### src/rtl/mux4_rr_arbiter.sv
// Round-robin owner arbiter for a shared 4:1 mux: registered one-hot grant, select lines and hold counter.
// Optional macro HOLD_LIMIT_EN forces a release after MAX_HOLD consecutive cycles of ownership.
module mux4_rr_arbiter #(
    parameter int unsigned MAX_HOLD = 8
) (
    input  logic       clk,
    input  logic       rst,
    input  logic [3:0] req,
    output logic [3:0] grant,
    output logic       valid,
    output logic       S1,
    output logic       S0,
    output logic [7:0] hold_cnt
);

    localparam logic [0:0] ST_IDLE  = 1'b0;
    localparam logic [0:0] ST_GRANT = 1'b1;

    logic [0:0] state_q, state_d;
    logic [1:0] owner_q, owner_d;
    logic [1:0] last_q,  last_d;
    logic [3:0] grant_q, grant_d;
    logic [7:0] hold_q,  hold_d;

    logic [2:0] pick_idle;
    logic [2:0] pick_rel;
    logic       limit_hit;
    logic       release_now;

    if (MAX_HOLD < 2 || MAX_HOLD > 255) begin : g_bad_max_hold
        $error("mux4_rr_arbiter: MAX_HOLD must lie in 2..255");
    end

    // Returns {found, index}; search order is base+1, base+2, base+3 and finally base itself.
    function automatic logic [2:0] rr_pick(input logic [3:0] r, input logic [1:0] base);
        logic [2:0] res;
        logic [1:0] idx;
        res = '0;
        for (int unsigned k = 1; k <= 4; k++) begin
            idx = 2'(32'(base) + k);
            if (!res[2] && r[idx]) begin
                res = {1'b1, idx};
            end
        end
        return res;
    endfunction

`ifdef HOLD_LIMIT_EN
    assign limit_hit = (hold_q == 8'(MAX_HOLD));
`else
    assign limit_hit = 1'b0;
`endif

    assign pick_idle   = rr_pick(req, last_q);
    assign pick_rel    = rr_pick(req, owner_q);
    assign release_now = !req[owner_q] || limit_hit;

    always_comb begin
        state_d = state_q;
        owner_d = owner_q;
        last_d  = last_q;
        grant_d = grant_q;
        hold_d  = hold_q;
        case (state_q)
            ST_IDLE: begin
                if (pick_idle[2]) begin
                    state_d = ST_GRANT;
                    owner_d = pick_idle[1:0];
                    grant_d = 4'b0001 << pick_idle[1:0];
                    hold_d  = 8'd1;
                end
            end
            ST_GRANT: begin
                if (release_now) begin
                    // A forced release finds the still-requesting owner only as the last candidate.
                    last_d = owner_q;
                    if (pick_rel[2]) begin
                        owner_d = pick_rel[1:0];
                        grant_d = 4'b0001 << pick_rel[1:0];
                        hold_d  = 8'd1;
                    end else begin
                        state_d = ST_IDLE;
                        grant_d = '0;
                        hold_d  = '0;
                    end
                end else if (hold_q != 8'hFF) begin
                    hold_d = hold_q + 8'd1;
                end
            end
            default: begin
                state_d = ST_IDLE;
                grant_d = '0;
                hold_d  = '0;
            end
        endcase
    end

    always_ff @(posedge clk) begin
        if (rst) begin
            state_q <= ST_IDLE;
            owner_q <= '0;
            last_q  <= 2'd3;
            grant_q <= '0;
            hold_q  <= '0;
        end else begin
            state_q <= state_d;
            owner_q <= owner_d;
            last_q  <= last_d;
            grant_q <= grant_d;
            hold_q  <= hold_d;
        end
    end

    assign grant    = grant_q;
    assign valid    = |grant_q;
    assign S1       = owner_q[1];
    assign S0       = owner_q[0];
    assign hold_cnt = hold_q;

endmodule

### config.mk
export PLATFORM = sky130hd
export DESIGN_NAME = mux4_rr_arbiter
export DESIGN_NICKNAME = d
export VERILOG_FILES = /design/src/rtl/mux4_rr_arbiter.sv
export SDC_FILE = /design/constraint.sdc
export NUM_CORES = 1
export LEC_CHECK = 0
export CAP_MARGIN = 20
export CORE_MARGIN = 2
export CORE_UTILIZATION = 46
export DETAILED_ROUTE_END_ITERATION = 10
export PLACE_DENSITY = 0.75
export SLEW_MARGIN = 20
export SYNTH_ARGS = -nofsm -noshare
export SYNTH_HDL_FRONTEND = slang
export SYNTH_SLANG_ARGS = --single-unit
### constraint.sdc
create_clock -name clk -period 1.8 [get_ports clk]
set_input_delay 0.36 -clock clk [delete_from_list [all_inputs] [get_ports clk]]
set_output_delay 0.36 -clock clk [all_outputs]
set_load 0.01 [all_outputs]
* Word level (Yosys, flattened, before mapping)
Cells that the tools add are included.
** Storage, ports and cells
- Bits in writable memories :: 0
- Latch bits :: 0
- Input port bits :: 6
- Logic and storage cells :: 92
- Bits in registers :: 17
- Output and inout bits :: 15
- Memories :: 0
- ROM bits :: 0
** Operators by class
- Multipliers :: 0
- Shift-type cells :: 2
- Order comparisons :: 9
- Muxes and demuxes :: 43
- $add $sub $neg :: 9
- Equal/unequal tests :: 5
- Bitwise logic cells :: 2
- Reduce and logical (&&, ||, !) cells :: 17
- Div/mod/pow operators :: 0
** Operators by type and width (number)
- 2-bit by 3-bit less-than comparator with 1-bit output, second input constant :: 9
- 3-bit two-way mux :: 8
- 8-bit two-way mux :: 3
- 1-bit binary-select mux with 2-bit select :: 9
- 8-bit case mux with 2 select lines :: 1
- 1-bit two-way mux :: 13
- 4-bit two-way mux :: 3
- 2-bit by 1-bit adder with 2-bit output, second input constant :: 4
- 2-bit adder, second input constant :: 4
- 8-bit by 1-bit adder with 8-bit output, second input constant :: 1
- 8-bit != test, second input constant :: 1
- 4-bit case mux with 2 select lines :: 1
- 1-bit by 2-bit left shift with 4-bit output, first input constant :: 2
- 1-bit logical AND :: 6
- 1-bit logical NOT :: 6
- 2-bit two-way mux :: 3
- 2-bit AND reduction :: 3
- 2-bit != test, second input constant :: 2
- 2-bit case mux with 2 select lines :: 1
- 4-bit OR reduction :: 1
- 3-bit by 2-bit != test with 1-bit output, second input constant :: 1
- 3-bit AND reduction :: 1
- 2-bit by 1-bit != test with 1-bit output, second input constant :: 1
- 1-bit inverter :: 2
- 1-bit case mux with 2 select lines :: 1

* Longest topological paths before layout
Gate-level depths: netlist (run 1).
- Depth in word-level cells :: 17
- Gate-level depth with buffers :: 7
- Depth with buffers taken out :: 6

* Least setup slack after synthesis (run 1)
No wires, ideal clock.
- Kind :: register -> register
- From :: register owner_q[1]
- To :: register hold_q[7], in the netlist hold_cnt[7]
- Buffers on the path :: 1
- Period minus slack after synthesis :: 1.888 ns
- Cell stages (with the launch flop) :: 7
- Data arrival time :: 1.773 ns
- Required time :: 1.685 ns
- Path slack :: -0.088 ns
- Setup time :: 0.115 ns
- Cells stage by stage :: dfxtp_1 > buf_6 > mux4_2 > and4_4 > nor4b_2 > xnor2_1 > nor2_2
** On the way
- Longest elaborated chain between the ends :: 4
** Ends and longest elaborated chain
- start, declared :: line 20 : logic [1:0] owner_q, owner_d;
- start signal, assigned :: line 107 : owner_q <= owner_d;
- 1-bit binary-select mux with 2-bit select * :: line 56 : assign release_now = !req[owner_q] || limit_hit;
- 1-bit two-way mux (implied by the code) * :: line 56
- 8-bit two-way mux or 3-bit by 2-bit != test with 1-bit output (tied branches)
- 8-bit case mux with 2 select lines or 2-bit AND reduction (tied branches)
- end signal, assigned :: line 110 : hold_q <= hold_d;
- end, declared :: line 23 : logic [7:0] hold_q, hold_d;
Mark *: on every way between the ends. The rest lies on a longest branch, timed or not. The select of a mux whose other input is x is not followed.
A chain may end at the register's enable or synchronous reset.

* Worst setup path in the final report (run 1)
- From :: input port req[1]
- To :: register grant_q[3], in the netlist grant[3]
** On the way
- Longest elaborated chain between the ends :: 16
** Ends and longest elaborated chain
- start, declared :: line 8 : input logic [3:0] req,
- 1-bit binary-select mux with 2-bit select :: line 41 : if (!res[2] && r[idx]) begin
- 1-bit two-way mux (implied by the code) :: line 41
- 3-bit two-way mux :: line 41
- 1-bit logical NOT :: line 41
- 1-bit logical AND :: line 41
- 3-bit two-way mux :: line 41
- 1-bit logical NOT :: line 41
- 1-bit logical AND :: line 41
- 3-bit two-way mux :: line 41
- 1-bit logical NOT :: line 41
- 1-bit logical AND :: line 41
- 3-bit two-way mux :: line 41
- 1-bit by 2-bit left shift with 4-bit output :: line 79 : grant_d = 4'b0001 << pick_rel[1:0];
- 4-bit two-way mux :: line 77 : if (pick_rel[2]) begin
- 4-bit two-way mux :: line 74 : if (release_now) begin
- 4-bit case mux with 2 select lines :: line 64 : case (state_q)
- end signal, assigned :: line 109 : grant_q <= grant_d;
- end, declared :: line 22 : logic [3:0] grant_q, grant_d;
Several ways; a longest one is shown, not always the timed one. The select of a mux whose other input is x is not followed.

==> flow_summary.ini, run 1 <==
[timing]
fmax_mhz = 584.0
final_hold_viol_count = 0
period_needed_ns = 1.712
finalMaxSlewViolations = 0
rsz0062_at_grt = false
finalCritPeriodShare_pct = 95.12
setup_viol = 0
slew-limit-headroom_pct = 69.69
fin_skew_ns = 0.006261
worst_slack_ns = 0.08778
worst_slew_pin_slew_ns = 0.4541

[synthesis]
syn-cell-area_sq_um = 1116
synth_most_common_cell = dfxtp_1
synth_ff_type = dfxtp_1
netlist.area_leader.share_pct = 30.49
yosys_warnings = 0
ys_seq_area_share_pct = 30.49
synth_edf_count = 0
async_reset_ff_share_pct = 0
synth.distinct_cells = 44
netlist_top_cells_count = dfxtp_1 (17), nor2_1 (14), nand2_1 (12)
synth_area_leaders = dfxtp_1 (30%), nor2_1 (4.7%), nand2_1 (4.0%), xnor2_1 (3.1%), buf_6 (3.0%)
synth_largest_area_cell = dfxtp_1
synth-seq-cells = 17
syn_inst = 131
syn_area_per_cell_sq_um = 8.520
synth_fp_nets = 138

[placement]
place_congestion = 0.8735
port_buffers = 20
placed_cell_area_sq_um = 1483
hpwl_mm = 2.047
pre_cts_ws_ns = -0.5552

[grt]
grtUsageTotal_pct = 21.39
grt_pass1_wl_mm = 4.554
grt-ovfl-total = 0
grt_pass1_vias = 1056
grt_max_degree = 12
grt_antenna_before_repair = 0

[clock_tree]
cts-root-buf = clkbuf_4
path_clk_slew_ns = 0.10
h-tree-depth = 1
cts_hold_buf = 0
cts_buffers = 3
cts.sinks = 17
cts_tree = yes
insertion_delay_ns = 0.29
cts_buffer_depth = 2

[worst_setup_path]
end_kind = flop
path_cells = dlygate4sd2_1 -> buf_4 -> or2_2 -> a311oi_2 -> nor2b_4 -> a2bb2oi_1 -> a211oi_1
arrival_ns = 1.92
crit_required_ns = 2.01
crit_fanout = 8
critPathKind = input port to flop
cp_slowest_cell = or2_2
critPathMaxStageDelay_ns = 0.33
start_kind = input port

[drt]
drcViolationCount = 0
vias_per_cell = 5.648
finalWirelength_mm = 2.601
dr_total_vias = 1124
wire_per_inst_microns = 13.07
dr.pass1.iters = 6
antenna_left = 0
initialDrtViolationCount = 20

[finish]
nets = 179
final_area_sq_um = 1540
synthToLayoutAreaGrowth_pct = 38.00
drive_above_1_share_pct = 27.49
fillCellCount = 196
diodes = 0

[die]
row_count = 17
start_util_pct = 49.50
io_pins = 21
dieArea_sq_um = 2836
dieWidth_microns = 53.26
core_area_sq_um = 2255
die_h_microns = 53.26

[power]
vdd_drop_max_mv = 0.5386
p_per_area_nw_per_um2 = 633.1
power.leakage_nw = 0.6137

[min_path]
hp-class = flop to flop

[status]
status = completed

[flow_run]
drv_cap = 0
==> through the flow <==
stage / power (mW) / setup TNS (ns) / std cells / hold WS, ns / util, %
global route: 1.040 / 0 / 199 / 0.5358 / 68.31
finish: 0.9751 / 0 / 199 / 0.5201 / 68.31
floorplan: 0.6185 / -0.05370 / 131 / 0.4316 / -
detailed placement: 0.7752 / -6.226 / 194 / 0.4985 / 65.76
global placement: 0.7705 / -5.721 / 194 / 0.5002 / 65.76
CTS: 0.9877 / 0 / 199 / 0.5218 / 68.54
==> final timing paths <==
path                from     endpoint  slack, ns  cells past startpoint
min reg2reg  hold_cnt[1]  hold_cnt[1]       0.52                      2
max reg2reg   owner_q[1]     grant[0]       0.11                      6
max               req[1]     grant[3]       0.09                      7
min          hold_cnt[1]  hold_cnt[1]       0.52                      2
==> cell families after synthesis <==
logic type      share of synthesized area [%]
mux                                     2.915
buf+inv                                 4.708
compound gates                          16.48
fa+ha+maj                               1.121
simple gates                            41.14
flops                                   30.49
xor+xnor                                3.139
==> cells in the final DEF, fill, tap and decap left out, types with 2 or more instances in the layout <==
cell type / instances
a211oi_1: 3
a21boi_0: 2
a21oi_1: 6
a2bb2oi_1: 2
a311oi_1: 2
a32oi_1: 2
and3_1: 4
buf_4: 21
buf_6: 2
clkbuf_4: 3
clkdlybuf4s50_1: 15
dfxtp_1: 16
dlygate4sd2_1: 4
nand2_1: 12
nand2b_1: 5
nand3_1: 4
nand4_1: 4
nor2_1: 14
nor2_2: 2
nor2b_1: 3
nor3_1: 3
nor3_2: 3
nor3b_1: 4
or2_2: 2
or2b_1: 3
xnor2_1: 4
==> routing by layer <==
| metal | part of all wire, % | track usage, % | wire [microns] | vias up |
|---|---|---|---|---|
| li1 | - | - | - | 569 |
| met1 | 46 | 26.22 | 1206 | 523 |
| met2 | 49 | 37.65 | 1275 | 28 |
| met3 | 3.7 | 3.955 | 95 | 4 |
| met4 | 0.88 | 5.983 | 23 | 0 |
| met5 | 0 | 0 | 0 | - |
==> power breakdown <==
part	leakage [nW]	total (mW)	internal (mW)	switching, mW
Sequential	0.140	0.431	0.404	0.0269
Combinational	0.456	0.346	0.190	0.156
Clock	0.0177	0.199	0.0827	0.116
Total	0.614	0.975	0.676	0.299
==> flip-flops by register name, indices dropped and copies added, names as in the netlist <==
name	count
grant	4
state_q	1
last_q	2
owner_q	2
hold_cnt	8
==> worst max-delay path, delay by kind of cell <==
family                 cells  cell delay [ns]
and+or+nand+nor            2             0.54
AOI/OAI and AO/OA          3             0.60
buffers and inverters      2             0.42
==> final cells by class <==
cell class	count	area, sq um	area share [%]
Multi-Input combinational cell	107	765.7	49.72
Clock buffer	3	22.52	1.462
Clock inverter	1	5.005	0.3249
Sequential cell	17	341.6	22.18
Timing Repair Buffer	43	370.4	24.05
Tap cell	28	35.03	2.275
==> what timing repair did <==
| item | 4_1_cts | 5_1_grt |
|---|---|---|
| setup endpoints to repair | 14 | 1 |
| gates resized for setup | 14 | 1 |
| buffers inserted | 1 | 0 |
| pin swaps | 4 | 0 |
No activity file was read; power rests on OpenSTA's default activity.
==> run 2: changes to the inputs <==
==> constraint.sdc (replaced) <==
create_clock -name clk -period 1.8 [get_ports clk]
set_input_delay 0.54 -clock clk [delete_from_list [all_inputs] [get_ports clk]]
set_output_delay 0.54 -clock clk [all_outputs]
set_load 0.01 [all_outputs]
==> run 2 against run 1 <==
  * The run now ends with negative setup slack left
  * Clock skew down 0.0038 ns
  * Sequential share of layout area grew 0.21 points
  * Utilization is 3.3 points higher
  * Sequential power barely moved
  * First-iteration DRC count increased by 40%
  * Highest routed layer unchanged
  * Final cell count rose by 1.5%
  * Clock power is 9% higher
  * Routed wire length grew 26%
  * Global-route usage grew 3.7 points
  * Critical endpoint is now valid
==> flow_summary.ini, run 2 (same netlist as run 1, synthesis figures left out) <==
[grt]
grt_max_degree = 12
grt_pass1_wl_mm = 5.230
grtUsageTotal_pct = 25.10
grt_pass1_vias = 1105
grt_antenna_before_repair = 0
grt-ovfl-total = 0

[timing]
rsz0062_at_grt = true
finalCritPeriodShare_pct = 100.7
worst_slew_pin_slew_ns = 0.3283
slew-limit-headroom_pct = 77.97
final_hold_viol_count = 0
fin_setup_tns_ns = -0.02339
worst_slack_ns = -0.01178
setup_viol = 2
period_needed_ns = 1.812
finalMaxSlewViolations = 0
fin_skew_ns = 0.002419
fmax_mhz = 551.9

[drt]
dr_total_vias = 1150
wire_per_inst_microns = 16.24
drcViolationCount = 0
initialDrtViolationCount = 28
vias_per_cell = 5.693
finalWirelength_mm = 3.281
dr.pass1.iters = 4
antenna_left = 0

[worst_setup_path]
critPathKind = flop to output port
cp-endpoint = valid
cp_num_cells = 2
start_kind = flop
reg2reg_from = owner_q[1]
timing.reg2reg.setup_slack_ns = 0.09
cp_top_family = simple AND/OR/NAND/NOR gates
r2r-end = hold_cnt[7]
cp_slowest_cell = or4_1
crit_fanout = 2
crit_start = grant[1]
end_kind = output port
crit_required_ns = 1.26
rr_worst_depth = 5
critPathMaxStageDelay_ns = 0.49
path_cells = or4_1 -> buf_2
path_buf_inv = 1
arrival_ns = 1.27

[clock_tree]
cts_hold_buf = 0
insertion_delay_ns = 0.29
h-tree-depth = 1
cts-root-buf = clkbuf_4
cts_buffer_depth = 2
path_clk_slew_ns = 0.11
cts.sinks = 17
cts_tree = yes
cts_buffers = 3

[power]
vdd_drop_max_mv = 0.3621
total_power_mw = 1.027
power.leakage_nw = 0.6987
p_per_area_nw_per_um2 = 635.7

[finish]
synthToLayoutAreaGrowth_pct = 44.73
layout_commonest_cell = buf_4
nets = 182
diodes = 0
largest_register_ffs = 8
final_area_sq_um = 1615
final_cell_mix = buf_4 (23), nor2_1 (14), nand2_1 (12)
fillCellCount = 190
drive_above_1_share_pct = 40.80
multi_input_area_sq_um = 805.8
seq_area_sq_um = 361.6

[placement]
place_congestion = 0.8420
placed_cell_area_sq_um = 1461
hpwl_mm = 2.262
port_buffers = 20

[min_path]
hp-class = flop to flop

[die]
dieWidth_microns = 53.26
io_pins = 21
start_util_pct = 49.50
dieArea_sq_um = 2836
core_area_sq_um = 2255
die_h_microns = 53.26
row_count = 17

[status]
status = finished with violations
violations = negative setup slack

[flow_run]
drv_cap = 0
-- run 2: cell count changes in the layout (fill, tap and decap cells not counted), sizes merged --
cell,delta
buf,+7
clkdlybuf4s50,-6
dlymetal6s2s,+3
dlygate4sd2,-1
-- run 2: repair_timing --
action / 4_1_cts / 5_1_grt
pin swaps: 7 / 2
resized for setup: 38 / 19
endpoints found under the setup margin: 27 / 20
endpoints found under the hold margin: 0 / 0
buffers inserted: 4 / 1
-- run 2: metrics by stage --
stage / setup slack, ns / util [%] / cells / hold slack [ns]
floorplan: -0.1521 / - / 131 / 0.4576
global placement: -0.5723 / 64.82 / 193 / 0.4921
detailed placement: -0.6621 / 64.82 / 193 / 0.4913
CTS: -0.006057 / 69.20 / 201 / 0.4941
global route: -0.03913 / 71.64 / 202 / 0.5365
finish: -0.01178 / 71.64 / 202 / 0.5095
-- run 2: worst register-to-register path, cell delays in order, from the launching register on --
cell and delay, ns:
dfxtp_2 0.36, mux4_2 0.53, and4_4 0.23, nor4b_4 0.28, xnor2_1 0.16, nor2_2 0.06
-- run 2: worst min path at each step --
stage | start | to | slack, ns | cells past startpoint
2_1_floorplan | last_q[1] | last_q[1] | 0.46 | 2
3_3_place_gp | last_q[1] | last_q[1] | 0.49 | 2
3_5_place_dp | last_q[1] | last_q[1] | 0.49 | 2
4_1_cts | hold_cnt[1] | hold_cnt[1] | 0.49 | 2
5_1_grt | hold_cnt[1] | hold_cnt[1] | 0.54 | 2
6_report | hold_cnt[1] | hold_cnt[1] | 0.51 | 2
-- run 2: layout make-up --
| type | instances | area share (%) |
|---|---|---|
| Clock buffer | 3 | 1.394 |
| Clock inverter | 1 | 0.3098 |
| Multi-Input combinational cell | 107 | 49.88 |
| Sequential cell | 17 | 22.39 |
| Tap cell | 28 | 2.169 |
| Timing Repair Buffer | 46 | 23.86 |
-- run 2: report_power, final --
| part | switching (mW) | internal (mW) |
|---|---|---|
| sequential | 0.0298 | 0.405 |
| clock | 0.133 | 0.0826 |
| combinational | 0.176 | 0.201 |
-- run 2: routing by layer --
metal	global-route usage [%]	part of all wire, %
met3	2.542	2.9
met2	46.09	54
met5	0	0
met4	10.68	1.0
met1	28.94	42
==> run 3: changes to the inputs <==
- GPL_ROUTABILITY_DRIVEN: unset -> 0
==> results of run 3 <==
The final DEF is identical to that of run 2; final timing and power are the same.
==> patch 1 (config.mk and constraints of run 2) <==
Build with the macro `HOLD_LIMIT_EN` defined.
--- a/src/rtl/mux4_rr_arbiter.sv
+++ b/src/rtl/mux4_rr_arbiter.sv
@@ -1,5 +1,7 @@
 // Round-robin owner arbiter for a shared 4:1 mux: registered one-hot grant, select lines and hold counter.
 // Optional macro HOLD_LIMIT_EN forces a release after MAX_HOLD consecutive cycles of ownership.
+`define HOLD_LIMIT_EN
+
 module mux4_rr_arbiter #(
     parameter int unsigned MAX_HOLD = 8
 ) (
Formal check against the unedited RTL: not equivalent (a bounded check fails within 10 cycles, from zero or initial values and one cycle with rst high).
==> patch 1 against run 2 <==
The flow still finishes with violations (setup timing). Routed wire length up 13%. Area after synthesis grew 1.0%. Cell area rose by 9.9%. Combinational power rose by 20%. Sequential cell count unchanged. Clock power increased by 4%. Worst setup slack got worse by 0.38 ns. Global-route usage increased by 2.4 points. Power is 8.5% higher. Largest cell class unchanged.
==> patch 1: results (changes against run 2) <==
stage	metric	value	unit	change
layout	share of cells above drive strength 1	0.4061		-0.001955
synthesis	main flop type after synthesis	dfxtp_1		
worst_setup_path	worst-path fanout max	3		+1
global_routing	initial antenna violation count	0		unchanged
global_routing	vias in the first global route	1263		+14%
clocking	clk buf depth	2		unchanged
synthesis	number of distinct library cells after synthesis	43		-2.3%
layout	Nets	206		+13%
routing	via count	1367		+19%
worst_setup_path	Arrival @ worst endpoint	2.40	ns	+1.13 ns
worst_setup_path	critical path's slowest cell	or4b_4		
routing	Initial DRT Pass Iterations	4		unchanged
place	DP Area	1600	um^2	+9.5%
sta	Pins Over Slew Limit	0		unchanged
power	VDD IR max	0.4837	mV	+34%
worst_setup_path	critical path's top delay family	simple AND/OR/NAND/NOR gates		
clocking	htree depth	1		unchanged
routing	Routed WL	3.708	mm	+13%
clocking	CTS clock-pin slew for the worst setup and hold paths	0.11	ns	about the same
synthesis	synth cell count leaders	dfxtp_1, nor2_1, nand2_1, a21oi_1, nand2b_1		
synthesis	syn_nets	150		+8.7%
clocking	cts bufs inserted	3		unchanged
clocking	CTS root buf	clkbuf_4		
clocking	Clock Latency Late Sink	0.31	ns	+0.02 ns
place	pre-CTS setup slack	-0.6388	ns	+0.02335 ns
sta	Setup TNS Final	-5.128	ns	-5.104 ns
global_routing	first-pass GRT wire length	5.706	mm	+9.1%
synthesis	Synth area leaders	dfxtp_1, nor2_1, nand2b_1		
power	static leakage	0.0007735	uW	+11%
synthesis	Post-synth ARST share	0		unchanged
routing	DR iter-0 viols	70		+150%
sta	Clock Skews	0.003053	ns	+0.0006337 ns
synthesis	Seq/Total Area, Yosys	0.3019		-0.003046
min_path	worst hold path type	register to register		
place	PortBufs	20		unchanged
run_status	violated checks	setup timing		
place	placer congestion estimate	0.9128		+8.4%
sta	Worst Slack Setup Final	-0.3929	ns	-0.3812 ns
run_status	status	finished with violations		
place	DP HPWL	2.350	mm	+3.9%
global_routing	largest net degree at the start of global routing	12		unchanged
worst_setup_path	slowest stage delay, CP	0.47	ns	-0.02 ns
layout	max reg flops	8		unchanged
sta	endpoints failing setup	18		+16
layout	number of diodes	0		unchanged
global_routing	Overall Global Routing Usage	0.2748		+0.02378
sta	relative slew slack	0.7698		-0.009859
synthesis	Synth Warn #	0		unchanged
patch 1: cell count changes in the layout (fill, tap and decap cells not counted), moves of 4 or more:
cell                    run 2  this run
a21oi_1                     6         2
a21oi_2                     0         5
buf_4                      23        37
clkdlybuf4s50_1             9         5
dfxtp_1                     4         9
dfxtp_2                    11         5
dlygate4sd2_1               3        11
o21ai_0                     0         5
patch 1: power by group:
group | switching (uW) | internal [uW] | total, uW
clock network | 142 | 83.1 | 225
registers | 31.3 | 406 | 437
logic | 217 | 236 | 453
patch 1: timing repair:
action / in CTS / in global routing
endpoints found under the setup margin: 30 / 19
hold buffers: 0 / 0
pin swaps: 10 / 5
endpoints found under the hold margin: 0 / 0
gates resized for setup: 33 / 15
setup buffers: 4 / 2
patch 1: worst paths after layout:
kind | endpoint | from | cells past startpoint | slack (ns)
worst max-delay path | last_q[1] | hold_cnt[0] | 9 | -0.39
worst min-delay path | grant[2] | grant[2] | 2 | 0.51
worst max register to register | last_q[1] | hold_cnt[0] | 9 | -0.39
worst min register to register | grant[2] | grant[2] | 2 | 0.51
patch 1: cell families (layout without fill, tap and decap cells):
| family | Yosys count | after routing | synth area share |
|---|---|---|---|
| AO/OA/AOI/OAI | 39 | 39 | 0.2586 |
| XOR/XNOR | 2 | 2 | 0.01554 |
| AND/OR/NAND/NOR | 68 | 68 | 0.3352 |
| buffers and inverters | 12 | 67 | 0.04772 |
| multiplexers | 2 | 2 | 0.01887 |
| flip-flops | 17 | 17 | 0.3019 |
| adder cells (fa/ha/maj) | 2 | 2 | 0.02219 |
patch 1: metrics by stage:
| stage | utilization | cells | hold slack, ns |
|---|---|---|---|
| after floorplan | - | 142 | 0.4881 |
| after global placement | 0.7098 | 216 | 0.4938 |
| after detailed placement | 0.7098 | 216 | 0.4975 |
| after CTS | 0.7519 | 223 | 0.5129 |
| after global routing | 0.7875 | 225 | 0.5710 |
| final | 0.7875 | 225 | 0.5130 |
patch 1: cell type report:
cell class / instances / area [um^2]
repair buffers: 58 / 478.0
multi-input cells: 113 / 855.8
inverters: 5 / 21.27
flip-flops and latches: 17 / 357.8
fillers: 147 / 479.2
clock buffers: 3 / 22.52
clock inverters: 1 / 5.005
well taps: 28 / 35.03
patch 1: worst reg2reg max path, stage by stage, from the launching register on:
cell and delay (ns):
dfxtp_4 0.37, inv_4 0.05, ha_4 0.12, or4b_4 0.47, buf_4 0.16, nor4b_4 0.27
buf_4 0.18, o31ai_4 0.06, buf_4 0.14, a211o_1 0.28
patch 1: layer usage:
layer	GRT usage	share of wire	up-vias
met5	0	0	-
met4	0.08974	0.015	0
met3	0.04520	0.069	9
met2	0.4630	0.50	59
met1	0.3546	0.42	657
li1	-	-	642
==> patch 2 (config.mk and constraints of run 2) <==
Without the edit above. Reset style: asynchronous (`rst`), changed in one clocked block.
--- a/src/rtl/mux4_rr_arbiter.sv
+++ b/src/rtl/mux4_rr_arbiter.sv
@@ -95,7 +95,7 @@
         endcase
     end
 
-    always_ff @(posedge clk) begin
+    always_ff @(posedge clk or posedge rst) begin
         if (rst) begin
             state_q <= ST_IDLE;
             owner_q <= '0;
Check against the original RTL: differs if rst is asserted again (counterexample within 4 cycles, from zero or initial values and one cycle with rst high); with rst held inactive, the same outputs for 10 cycles.
==> patch 2 against run 2 <==
The run still ends with setup timing left. Via count increased by 9.6%. Cell area increased by 2.7%. Critical path depth increased by 5. Routed wire length unchanged. Worst setup slack got worse by 0.17 ns. Area after synthesis increased by 0.67%. Sequential cell count unchanged.
Power is not compared: it rests on default switching activity, and its combinational part moved more than twofold at a synthesized area within 25%.
==> patch 2: results (changes against run 2) <==
stage	metric	value	unit	change
run_status	status	finished with violations		
run_status	violated checks	setup timing		
place	placer congestion estimate	0.9786		+16%
synthesis	Synth Cell Area	1124	um^2	+0.67%
synthesis	number of distinct library cells after synthesis	36		-18%
global_routing	met3 usage	0.04520		+0.01977
synthesis	multiplexer share of the synthesized area	0.04788		+0.01874
clocking	Clock Latency Late Sink	0.29	ns	about the same
layout	#MultiIn Comb	100		-6.5%
global_routing	largest net degree at the start of global routing	18		+6
sta	endpoints failing setup	5		+3
layout	fraction of area in multi-input gates	0.4329		-0.06596
layout	Non-clk invs	6		+6
routing	via count	1260		+9.6%
layout	Non-clock buffers	52		+13%
layout	Largest cell class	multi-input combinational cells		
layout	register share of the cell area	0.2579		+0.03406
routing	Initial DRT Pass Iterations	4		unchanged
sta	Clock Skews	0.01241	ns	+0.009992 ns
synthesis	Compound-Gate Fraction of Synth Area	0.2339		+0.06905
routing	met3 WL	217	um	+130%
power	Net Switching	942.1	uW	
synthesis	synth cell count leaders	nor2_1, dfrtp_1, nand2_1, a21oi_1, o21ai_0		
worst_setup_path	worst-path fanout max	7		+5
synthesis	syn_nets	138		unchanged
min_path	worst hold path type	primary input to asynchronous set/reset pin		
global_routing	vias in the first global route	1144		+3.5%
global_routing	routing usage on met2	0.3951		-0.06584
layout	Final non-clock buffer share	0.2579		+0.01934
sta	Worst Slack Setup Final	-0.1801	ns	-0.1683 ns
layout	Nets	187		+2.7%
synthesis	Adder-Cell Fraction of Synth Area	0.01114		-0.00007490
routing	DR WL/cell	15.85	um	-2.4%
layout	FFs & Latches	17		unchanged
synthesis	main flop type after synthesis	dfrtp_1		
layout	share of cells above drive strength 1	0.3520		-0.05609
place	DP Area	1514	um^2	+3.6%
synthesis	xor and xnor area share after synthesis	0.007795		-0.02360
routing	DR iter-0 viols	35		+25%
global_routing	Global Route met1 Usage	0.3453		+0.05583
layout	Clock-cell share	0.01659		-0.0004498
layout	Filler cells	170		-11%
worst_setup_path	Arrival @ worst endpoint	2.21	ns	+0.94 ns
global_routing	Overall Global Routing Usage	0.2466		-0.004467
sta	Setup TNS Final	-0.6238	ns	-0.6004 ns
synthesis	Synth area leaders	dfrtp_1, nor2_1, dfstp_2		
global_routing	first-pass GRT wire length	5.106	mm	-2.4%
routing	met1 WL	1.396	mm	+2.0%
routing	WL met2	1.611	mm	-9.6%
synthesis	Post-synth ARST share	1.000		+1.000
place	DP HPWL	2.286	mm	+1.1%
synthesis	Seq/Total Area, Yosys	0.3808		+0.07591
sta	Slew @ Worst Pin	0.5145	ns	+0.1863 ns
clocking	clk buf depth	2		unchanged
-- patch 2: changes by cell type in the layout (fill, tap and decap cells not counted), moves of 6 or more --
cell             delta
dfrtp_1            +15
dlygate4sd2_1       +7
dfxtp_2            -11
o21ai_0             +6
clkdlybuf4s50_1     -6
buf_4               +8
-- patch 2: what timing repair did --
| action | 4_1_cts | 5_1_grt |
|---|---|---|
| buffers inserted | 3 | 2 |
| endpoints found under the setup margin | 27 | 14 |
| pin swaps | 4 | 4 |
| resized for setup | 28 | 23 |
-- patch 2: stage by stage --
stage | std cells | utilization | setup slack, ns
after floorplan | 131 | - | -0.4408
after global placement | 198 | 0.6715 | -0.6511
after detailed placement | 198 | 0.6715 | -0.7100
after CTS | 205 | 0.6920 | -0.1943
after global routing | 207 | 0.7358 | -0.2332
final | 207 | 0.7358 | -0.1801
-- patch 2: path summary, 6_finish.rpt --
kind / start / to / slack (ns) / cells past startpoint
hold / removal: rst / hold_cnt[4] / 0.55 / 3
hold reg to reg: hold_cnt[4] / hold_cnt[4] / 0.60 / 2
setup / recovery: req[0] / hold_cnt[7] / -0.18 / 7
max in group asynchronous: rst / last_q[0] / 0.98 / 3
setup reg to reg: owner_q[1] / hold_cnt[7] / -0.16 / 6
min in group clk: hold_cnt[4] / hold_cnt[4] / 0.60 / 2
-- patch 2: cells by family after synthesis --
family,count (synthesis)
and+or+nand+nor,56
AOI/OAI and AO/OA,38
DFF,17
buffers and inverters,14
muxes,4
xor gates and xnor gates,1
adders and majority gates,1
-- patch 2: worst max-delay path: stages --
cell and delay, ns:
clkdlybuf4s15_2 0.19, mux4_2 0.48, and2_4 0.19, a21o_4 0.20, buf_6 0.13, or3_4 0.33
a21oi_2 0.14
